[src/rtl/sound_sequencer.sv]
// rtl/sound_sequencer.sv - event-driven melody player and priority arbiter for the tone generator
module sound_sequencer #(
  parameter int NOTE_W = 4,
  parameter int DUR_W  = 6
) (
  input  logic              clk,
  input  logic              resetN,
  input  logic              startOfFrame,
  input  logic              soundOn,
  input  logic              winPulse,
  input  logic              losePulse,
  input  logic              scoredPulse,
  input  logic              collisionPulse,
  output logic              enable_sound,
  output logic [NOTE_W-1:0] freq,
  output logic              busy
);

  typedef enum logic {S_IDLE, S_PLAY} state_t;

  localparam int ROM_W = NOTE_W + DUR_W + 1;

  state_t            state, stateNext;
  logic [1:0]        cur, curNext;
  logic [1:0]        idx, idxNext;
  logic [DUR_W-1:0]  dcnt, dcntNext;
  logic [3:0]        pending, pendingNext;
  logic [NOTE_W-1:0] freqNext;
  logic              enableNext, busyNext;

  logic [3:0]        events, cand;
  logic [1:0]        hp, startId;
  logic              doStart, noteDone, lastNote;
  logic [ROM_W-1:0]  curNote, nextNote, firstNote;

  assign events = {winPulse, losePulse, scoredPulse, collisionPulse};
  assign cand   = events | pending;

  function automatic logic [1:0] topId(input logic [3:0] v);
    if (v[3])      return 2'd3;
    else if (v[2]) return 2'd2;
    else if (v[1]) return 2'd1;
    else           return 2'd0;
  endfunction

  // Entry layout: {last note of melody, frequency index, duration in frames}
  function automatic logic [ROM_W-1:0] noteRom(input logic [1:0] mel, input logic [1:0] n);
    int  f, d;
    logic last;
    last = 1'b0;
    case ({mel, n})
      4'b11_00: begin f = 1;  d = 12; end
      4'b11_01: begin f = 3;  d = 12; end
      4'b11_10: begin f = 5;  d = 12; end
      4'b11_11: begin f = 8;  d = 24; last = 1'b1; end
      4'b10_00: begin f = 9;  d = 20; end
      4'b10_01: begin f = 7;  d = 20; end
      4'b10_10: begin f = 4;  d = 40; last = 1'b1; end
      4'b01_00: begin f = 7;  d = 6;  end
      4'b01_01: begin f = 10; d = 6;  last = 1'b1; end
      4'b00_00: begin f = 5;  d = 4;  last = 1'b1; end
      default:  begin f = 0;  d = 1;  last = 1'b1; end
    endcase
    return {last, NOTE_W'(f), DUR_W'(d)};
  endfunction

  always_comb begin
    stateNext   = state;
    curNext     = cur;
    idxNext     = idx;
    dcntNext    = dcnt;
    pendingNext = pending;
    freqNext    = freq;
    enableNext  = enable_sound;
    busyNext    = busy;
    doStart     = 1'b0;
    hp          = topId(events);
    startId     = hp;
    curNote     = noteRom(cur, idx);
    nextNote    = noteRom(cur, idx + 2'd1);
    lastNote    = curNote[ROM_W-1];
    noteDone    = startOfFrame && (dcnt == DUR_W'(1));

    if (!soundOn) begin
      stateNext   = S_IDLE;
      idxNext     = '0;
      dcntNext    = '0;
      pendingNext = '0;
      freqNext    = '0;
      enableNext  = 1'b0;
      busyNext    = 1'b0;
    end else if (state == S_IDLE || (noteDone && lastNote)) begin
      // Idle and melody end share one arbitration over new pulses plus pending bits
      if (cand != 4'd0) begin
        doStart     = 1'b1;
        startId     = topId(cand);
        pendingNext = cand & ~(4'd1 << topId(cand));
      end else begin
        stateNext  = S_IDLE;
        idxNext    = '0;
        dcntNext   = '0;
        freqNext   = '0;
        enableNext = 1'b0;
        busyNext   = 1'b0;
      end
    end else if (events != 4'd0 && hp >= cur) begin
      doStart     = 1'b1;
      pendingNext = pending | (events & ~(4'd1 << hp));
    end else begin
      pendingNext = pending | events;
      if (noteDone) begin
        idxNext  = idx + 2'd1;
        dcntNext = nextNote[DUR_W-1:0];
        freqNext = nextNote[ROM_W-2:DUR_W];
      end else if (startOfFrame) begin
        dcntNext = dcnt - DUR_W'(1);
      end
    end

    firstNote = noteRom(startId, 2'd0);
    if (doStart) begin
      stateNext  = S_PLAY;
      curNext    = startId;
      idxNext    = '0;
      dcntNext   = firstNote[DUR_W-1:0];
      freqNext   = firstNote[ROM_W-2:DUR_W];
      enableNext = 1'b1;
      busyNext   = 1'b1;
    end
  end

  always_ff @(posedge clk or negedge resetN) begin
    if (!resetN) begin
      state        <= S_IDLE;
      cur          <= '0;
      idx          <= '0;
      dcnt         <= '0;
      pending      <= '0;
      freq         <= '0;
      enable_sound <= 1'b0;
      busy         <= 1'b0;
    end else begin
      state        <= stateNext;
      cur          <= curNext;
      idx          <= idxNext;
      dcnt         <= dcntNext;
      pending      <= pendingNext;
      freq         <= freqNext;
      enable_sound <= enableNext;
      busy         <= busyNext;
    end
  end

endmodule
[config.mk]
export PLATFORM = sky130hd
export DESIGN_NAME = sound_sequencer
export DESIGN_NICKNAME = d
export VERILOG_FILES = /design/src/rtl/sound_sequencer.sv
export SDC_FILE = /design/constraint.sdc
export NUM_CORES = 1
export LEC_CHECK = 0
export ABC_AREA = 1
export ABC_CLOCK_PERIOD_IN_PS = 2600
export CORE_MARGIN = 1
export CORE_UTILIZATION = 60
export DETAILED_ROUTE_END_ITERATION = 8
export DONT_BUFFER_PORTS = 1
export GPL_TIMING_DRIVEN = 0
export PLACE_DENSITY = 0.87
export SLEW_MARGIN = 20
export SYNTH_ARGS = -nofsm -noshare
export SYNTH_HDL_FRONTEND = slang
export SYNTH_SLANG_ARGS = --single-unit
[constraint.sdc]
create_clock -name clk -period 2.6 [get_ports clk]
set_input_delay 0.52 -clock clk [delete_from_list [all_inputs] [get_ports clk]]
set_output_delay 0.52 -clock clk [all_outputs]
set_load 0.05 [all_outputs]
## Word level (Yosys, flattened, before mapping)

Index checks and enable logic that the tools add are counted.

| word-level totals | value |
|---|---|
| flip-flop bits (word level) | 19 |
| input bits | 8 |
| output and inout bits | 6 |
| logic and storage cells | 109 |

| cells by class | value |
|---|---|
| add/sub/neg operators | 2 |
| $lt $le $gt $ge | 1 |
| equality and inequality tests | 26 |
| shift operators | 2 |
| mux-type cells | 48 |
| bitwise logic cells | 7 |
| reductions and logical operators | 17 |

Operators by type and width:

| kind | number |
|---|---|
| equality test 4 bit (second input constant) | 12 |
| two-way mux 6 bit | 7 |
| two-way mux 4 bit | 10 |
| one-hot mux 6 bit (6 select lines) | 1 |
| two-way mux 2 bit | 16 |
| one-hot mux 4 bit (8 select lines) | 1 |
| one-hot mux 6 bit (4 select lines) | 1 |
| one-hot mux 4 bit (4 select lines) | 1 |
| equality test 4 x 3 -> 1 bit (second input constant) | 3 |
| two-way mux 1 bit | 11 |
| bitwise AND 4 bit | 2 |
| inequality test 4 bit (second input constant) | 2 |
| NOT 4 bit | 2 |
| bitwise OR 4 bit | 2 |
| nonzero test 4 bit | 2 |
| OR reduction 2 bit | 4 |
| left shift 1 x 2 -> 4 bit (first input constant) | 2 |
| equality test 6 x 1 -> 1 bit (second input constant) | 1 |
| AND reduction 3 bit | 2 |
| OR reduction 6 bit | 1 |
| subtractor 6 x 1 -> 6 bit (second input constant) | 1 |
| inequality test 5 x 2 -> 1 bit (second input constant) | 1 |
| equality test 2 bit (second input constant) | 2 |
| logical NOT 4 bit | 1 |
| other kinds (13) | 15 |

## Longest topological paths before layout

| depth | value |
|---|---|
| word-level depth | 13 |
| gate-level depth with buffers | 15 |
| gate-level depth less buffers | 14 |

## Least setup slack after synthesis

Ideal clock, no wire load.

| timing | value |
|---|---|
| kind | input to register |
| start | input losePulse |
| end | register dcnt[1] |
| library setup time | 0.124 ns |
| arrival | 1.766 ns |
| data required time | 2.476 ns |
| path slack | 0.711 ns |
| cell stages on the path | 11 |
| buffers on the path | 0 |
| path through | inv_1 > a21oi_1 > ha_1 > o21ai_0 > nand2_1 > nand2_1 > nand2_2 > nor2_1 > inv_1 > nor2_1 > a21oi_1 |

| on the way | value |
|---|---|
| word-level cells in the longest chain between the ends | 9 |
| elaborated cells between the ends (all ways) | 26 |
| classes of those cells | order compare (1); eq/ne (6); mux (13); bitwise (1); reduce/logical (5) |

Ends and longest elaborated chain:

| element | RTL line | text |
|---|---|---|
| start: declaration | 11 | `input logic losePulse,` |
| two-way mux 2 bit / bitwise OR 4 bit (equally long branches) | 41, 37 |  |
| two-way mux 2 bit, on equally long branches | 40, 41 |  |
| greater-or-equal comparator 2 bit / two-way mux 2 bit (equally long branches) | 106, 40 |  |
| logical AND 1 bit / two-way mux 2 bit (equally long branches) | 106, 94 |  |
| two-way mux 1 bit / two-way mux 2 bit (equally long branches) | 106, 92 |  |
| two-way mux 1 bit / two-way mux 2 bit (equally long branches) | 92, 84 |  |
| two-way mux 1 bit, or another cell as far along | 84 | `if (!soundOn) begin` |
| inequality test 5 x 2 -> 1 bit (no line), or another cell as far along | - |  |
| AND reduction 3 bit (no line) / two-way mux 6 bit (equally long branches) | - |  |
| end signal: assignment | 146 | `dcnt <= dcntNext;` |
| end: declaration | 26 | `logic [DUR_W-1:0] dcnt, dcntNext;` |

Parallel ways exist; a longest one is shown, timed or not. The select of a mux whose other input is x is not followed.
A chain may end at the register's enable or synchronous reset.

## Final worst setup path

| timing | value |
|---|---|
| start | register idx[0] |
| end | register dcnt[1] |

| on the way | value |
|---|---|
| word-level cells in the longest chain between the ends | 10 |
| elaborated cells between the ends (all ways) | 43 |
| classes of those cells | add/sub (1); eq/ne (21); mux (12); reduce/logical (9) |

Ends and longest elaborated chain:

| element | RTL line | text |
|---|---|---|
| start: declaration | 25 | `logic [1:0] idx, idxNext;` |
| start signal: assignment | 145 | `idx <= idxNext;` |
| branches (longest 10 deep; another with adder 2 x 1 -> 2 bit) | - |  |

Parallel ways; which one is timed is not known. The select of a mux whose other input is x is not followed.

==> metrics <==
outcome=complete, no violations; syn_area_per_cell=about 7.0 um2; RSZ-0062 raised after global routing=no; row count=17; maximum clock insertion buffer count=2; area leader, netlist=dfrtp_1; Crit Path Class=register to register; synthesized instance count=210; main combinational cell family by area after synthesis=simple AND/OR/NAND/NOR gates; GRT Total Usage=28.1%; grt total ovfl=0; io pins=14; vias in the first global route=1329; initial core utilization=~65%; setup violators final=0; CTS HTree Levels=1; IO Port Bufs=0; complex-gate fraction of the synthesized area=15.2%; cell area after synthesis=1470 um2; 1st-iter DRT viols=73; Syn. warnings=0; Least-Margin Pin Slew=0.923 ns; Final nets=234; slew margin rel.=38.2%; period utilization=79.7%; buffers and inverters on the worst path=2; critical path fanouts, max=9; top post-synthesis cells by area=dfrtp_1 32%, nand2_1 10%, ha_1 8.5%; post-cts resize count=0; Placer Congestion=between 0.9 and 1; CTS tree=yes; pre-CTS WS=0.382 ns; clock root buffer=clkbuf_4; Finished Cell Area=1540 um2; Post-Synth Adder-Cell Area=between 8 and 9%; Worst setup EP type=register; core box area=roughly 2300 um2; syn_nets=228; Worst Path Required=2.79 ns; max cap viols=0; Hold Path Class=input port to register; Worst-path clk slew=0.11 ns; Die Span Y=51.5 um; initial antenna violation count=0; synth unique cells=30; FILL cells=206; Die ar.=2650 um2; Crit-path slowest cell=dfrtp_1; post-route minimum period=2.07 ns; fin. max-slew vios=0; maximum number of pins on one net before global-route repair=20; crit start category=register; setup TNS=0 ns; post-synthesis mux area share=0%; worst setup margin=0.528 ns; Num CTS Buffers=3; layout cell share with drive strength beyond 1=between 10% and 20%; skew final=0.00241 ns; leakage=0.000800 uW; detailed placer's ending HPWL=2510 um; final WL=3300 um; crit path DAT=2.26 ns; Die X=51.5 um; slowest stage delay, CP=roughly 0.45 ns; VDD IR max=0.790 mV; Finished Core Util=~68%; Crit path max-delay family=simple AND/OR/NAND/NOR gates; final hold slack=0.302 ns; Clk Latency, worst-skew pair=0.30 ns; synthesized flop and latch total=19; Max Fclk=just under 0.5 GHz; Seq/Total Area, Yosys=between 30% and 40%; power density cells=856 nW/um2; Area Overhead vs Synth=4.86%; ANT nets after route=0; Post-Synth XOR/XNOR Area=less than 1%; drt wl/cell=13.6 um; CTS Sinks=19; Fin. Hold Viols=0; first-pass GRT wire length=5550 um; antenna cell count=0; routed via count=1395; drt pass-1 iters=5; CP Cell Sequence=inv_1 -> ha_1 -> nand2_1 -> nand3_2 -> nand2_2 -> nor2_2 -> nand2_2 -> nor2_1 -> inv_1 -> nor2_1 -> a21oi_1; Synth Area in Simple Gates=between 30 and 40%; Area after DPL=1500 um2; vias per cell=5.74; post-route DRC violation count=0; Synth top area share=32.4%
==> repair_timing <==
item | 4_1_cts | 5_1_grt
setup buffers | 0 | 0
endpoints found under the hold margin | 19 | 0
setup endpoints to repair | 0 | 0
hold buffers | 1 | 0
==> final timing paths <==
| kind | start | cells past startpoint | slack, ns | end |
|---|---|---|---|---|
| max | idx[0] | 11 | 0.53 | dcnt[1] |
| min | startOfFrame | 1 | 0.30 | dcnt[5] |
| max reg2reg | idx[0] | 11 | 0.53 | dcnt[1] |
| min reg2reg | pending[2] | 2 | 0.56 | pending[2] |
| max in group asynchronous | resetN | 1 | 1.25 | cur[1] |
| min in group asynchronous | resetN | 1 | 0.79 | pending[2] |
==> per-layer routing <==
| layer | share of wire (%) | up-vias | global-route usage (%) | wire (um) |
|---|---|---|---|---|
| met5 | 0 | - | 0 | 0 |
| met4 | 0.85 | 0 | 7.66 | 28 |
| met3 | 7.0 | 5 | 3.87 | 232 |
| met2 | 48 | 57 | 44.6 | 1570 |
| met1 | 44 | 644 | 40.0 | 1470 |
| li1 | - | 689 | - | - |
==> synth_stat cells <==
| cell | n |
|---|---|
| a21oi_1 | 17 |
| a221oi_1 | 1 |
| a22oi_1 | 1 |
| a31oi_1 | 1 |
| buf_4 | 2 |
| buf_6 | 1 |
| dfrtp_1 | 19 |
| ha_1 | 10 |
| inv_1 | 31 |
| inv_2 | 4 |
| nand2_1 | 39 |
| nand2_2 | 3 |
| nand2_4 | 1 |
| nand3_1 | 14 |
| nand3_2 | 3 |
| nand4_1 | 2 |
| nor2_1 | 28 |
| nor2_2 | 3 |
| nor2_4 | 1 |
| nor2_8 | 1 |
| nor3_1 | 3 |
| nor4_1 | 2 |
| o211ai_1 | 1 |
| o21a_1 | 1 |
| o21ai_0 | 14 |
| o21ai_1 | 2 |
| o21bai_1 | 1 |
| o22ai_1 | 2 |
| or2_2 | 1 |
| xor2_1 | 1 |
==> through the flow <==
stage | total power, uW | instances
finish | 1320 | 243
global route | 1420 | 243
CTS | 1310 | 243
detailed placement | 1150 | 238
global placement | 1120 | 238
floorplan | 1030 | 210
==> where the power goes <==
group	internal (uW)	switching, uW
Clock	59.8	92.8
Combinational	210	390
Sequential	372	192
Total	642	675
==> worst reg2reg max path, delay by kind of cell, from the launching register on <==
kind                     cells  cell delay, ns
adder cells (fa/ha/maj)      1            0.18
AO/OA/AOI/OAI                1            0.05
flip-flops                   1            0.45
buffers and inverters        2            0.28
AND/OR/NAND/NOR              7            1.02
==> final cells by class <==
cell class | count | area, um2 | area share (%)
Tap cell | 28 | 35.0 | 2.28
Timing Repair Buffer | 1 | 10.0 | 0.650
Multi-Input combinational cell | 153 | 835 | 54.2
Sequential cell | 19 | 475 | 30.9
Clock buffer | 4 | 26.3 | 1.71
Inverter | 35 | 131 | 8.54
Buffer | 3 | 26.3 | 1.71
==> registers in the layout, summed over array words and instances (netlist names) <==
name / cells
state: 1
pending: 4
dcnt: 6
idx: 2
cur: 2
freq: 4
==> kinds of logic (layout without fill, tap and decap cells) <==
group                    Yosys count  in the layout
AO/OA/AOI/OAI                     41             41
buffers and inverters             38             43
adder cells (fa/ha/maj)           10             10
flip-flops                        19             19
XOR/XNOR                           1              1
AND/OR/NAND/NOR                  101            101
==> placed cells by master (no fill, tap or decap) <==
master         count
dlygate4sd3_1      1
nand4_1            2
dfrtp_1           19
buf_6              1
nand2_2            3
nor2_4             1
nor2_2             3
nand2_4            1
or2_2              1
clkbuf_1           1
xor2_1             1
nand3_2            3
nor3_1             3
a21oi_1           17
o21a_1             1
inv_1             31
buf_4              2
ha_1              10
o21bai_1           1
nor4_1             2
a31oi_1            1
nor2_8             1
o22ai_1            2
o211ai_1           1
clkbuf_4           3
inv_2              4
o21ai_0           14
nand3_1           14
a221oi_1           1
nor2_1            28
a22oi_1            1
nand2_1           39
o21ai_1            2
No activity file was read; power rests on OpenSTA's default activity.
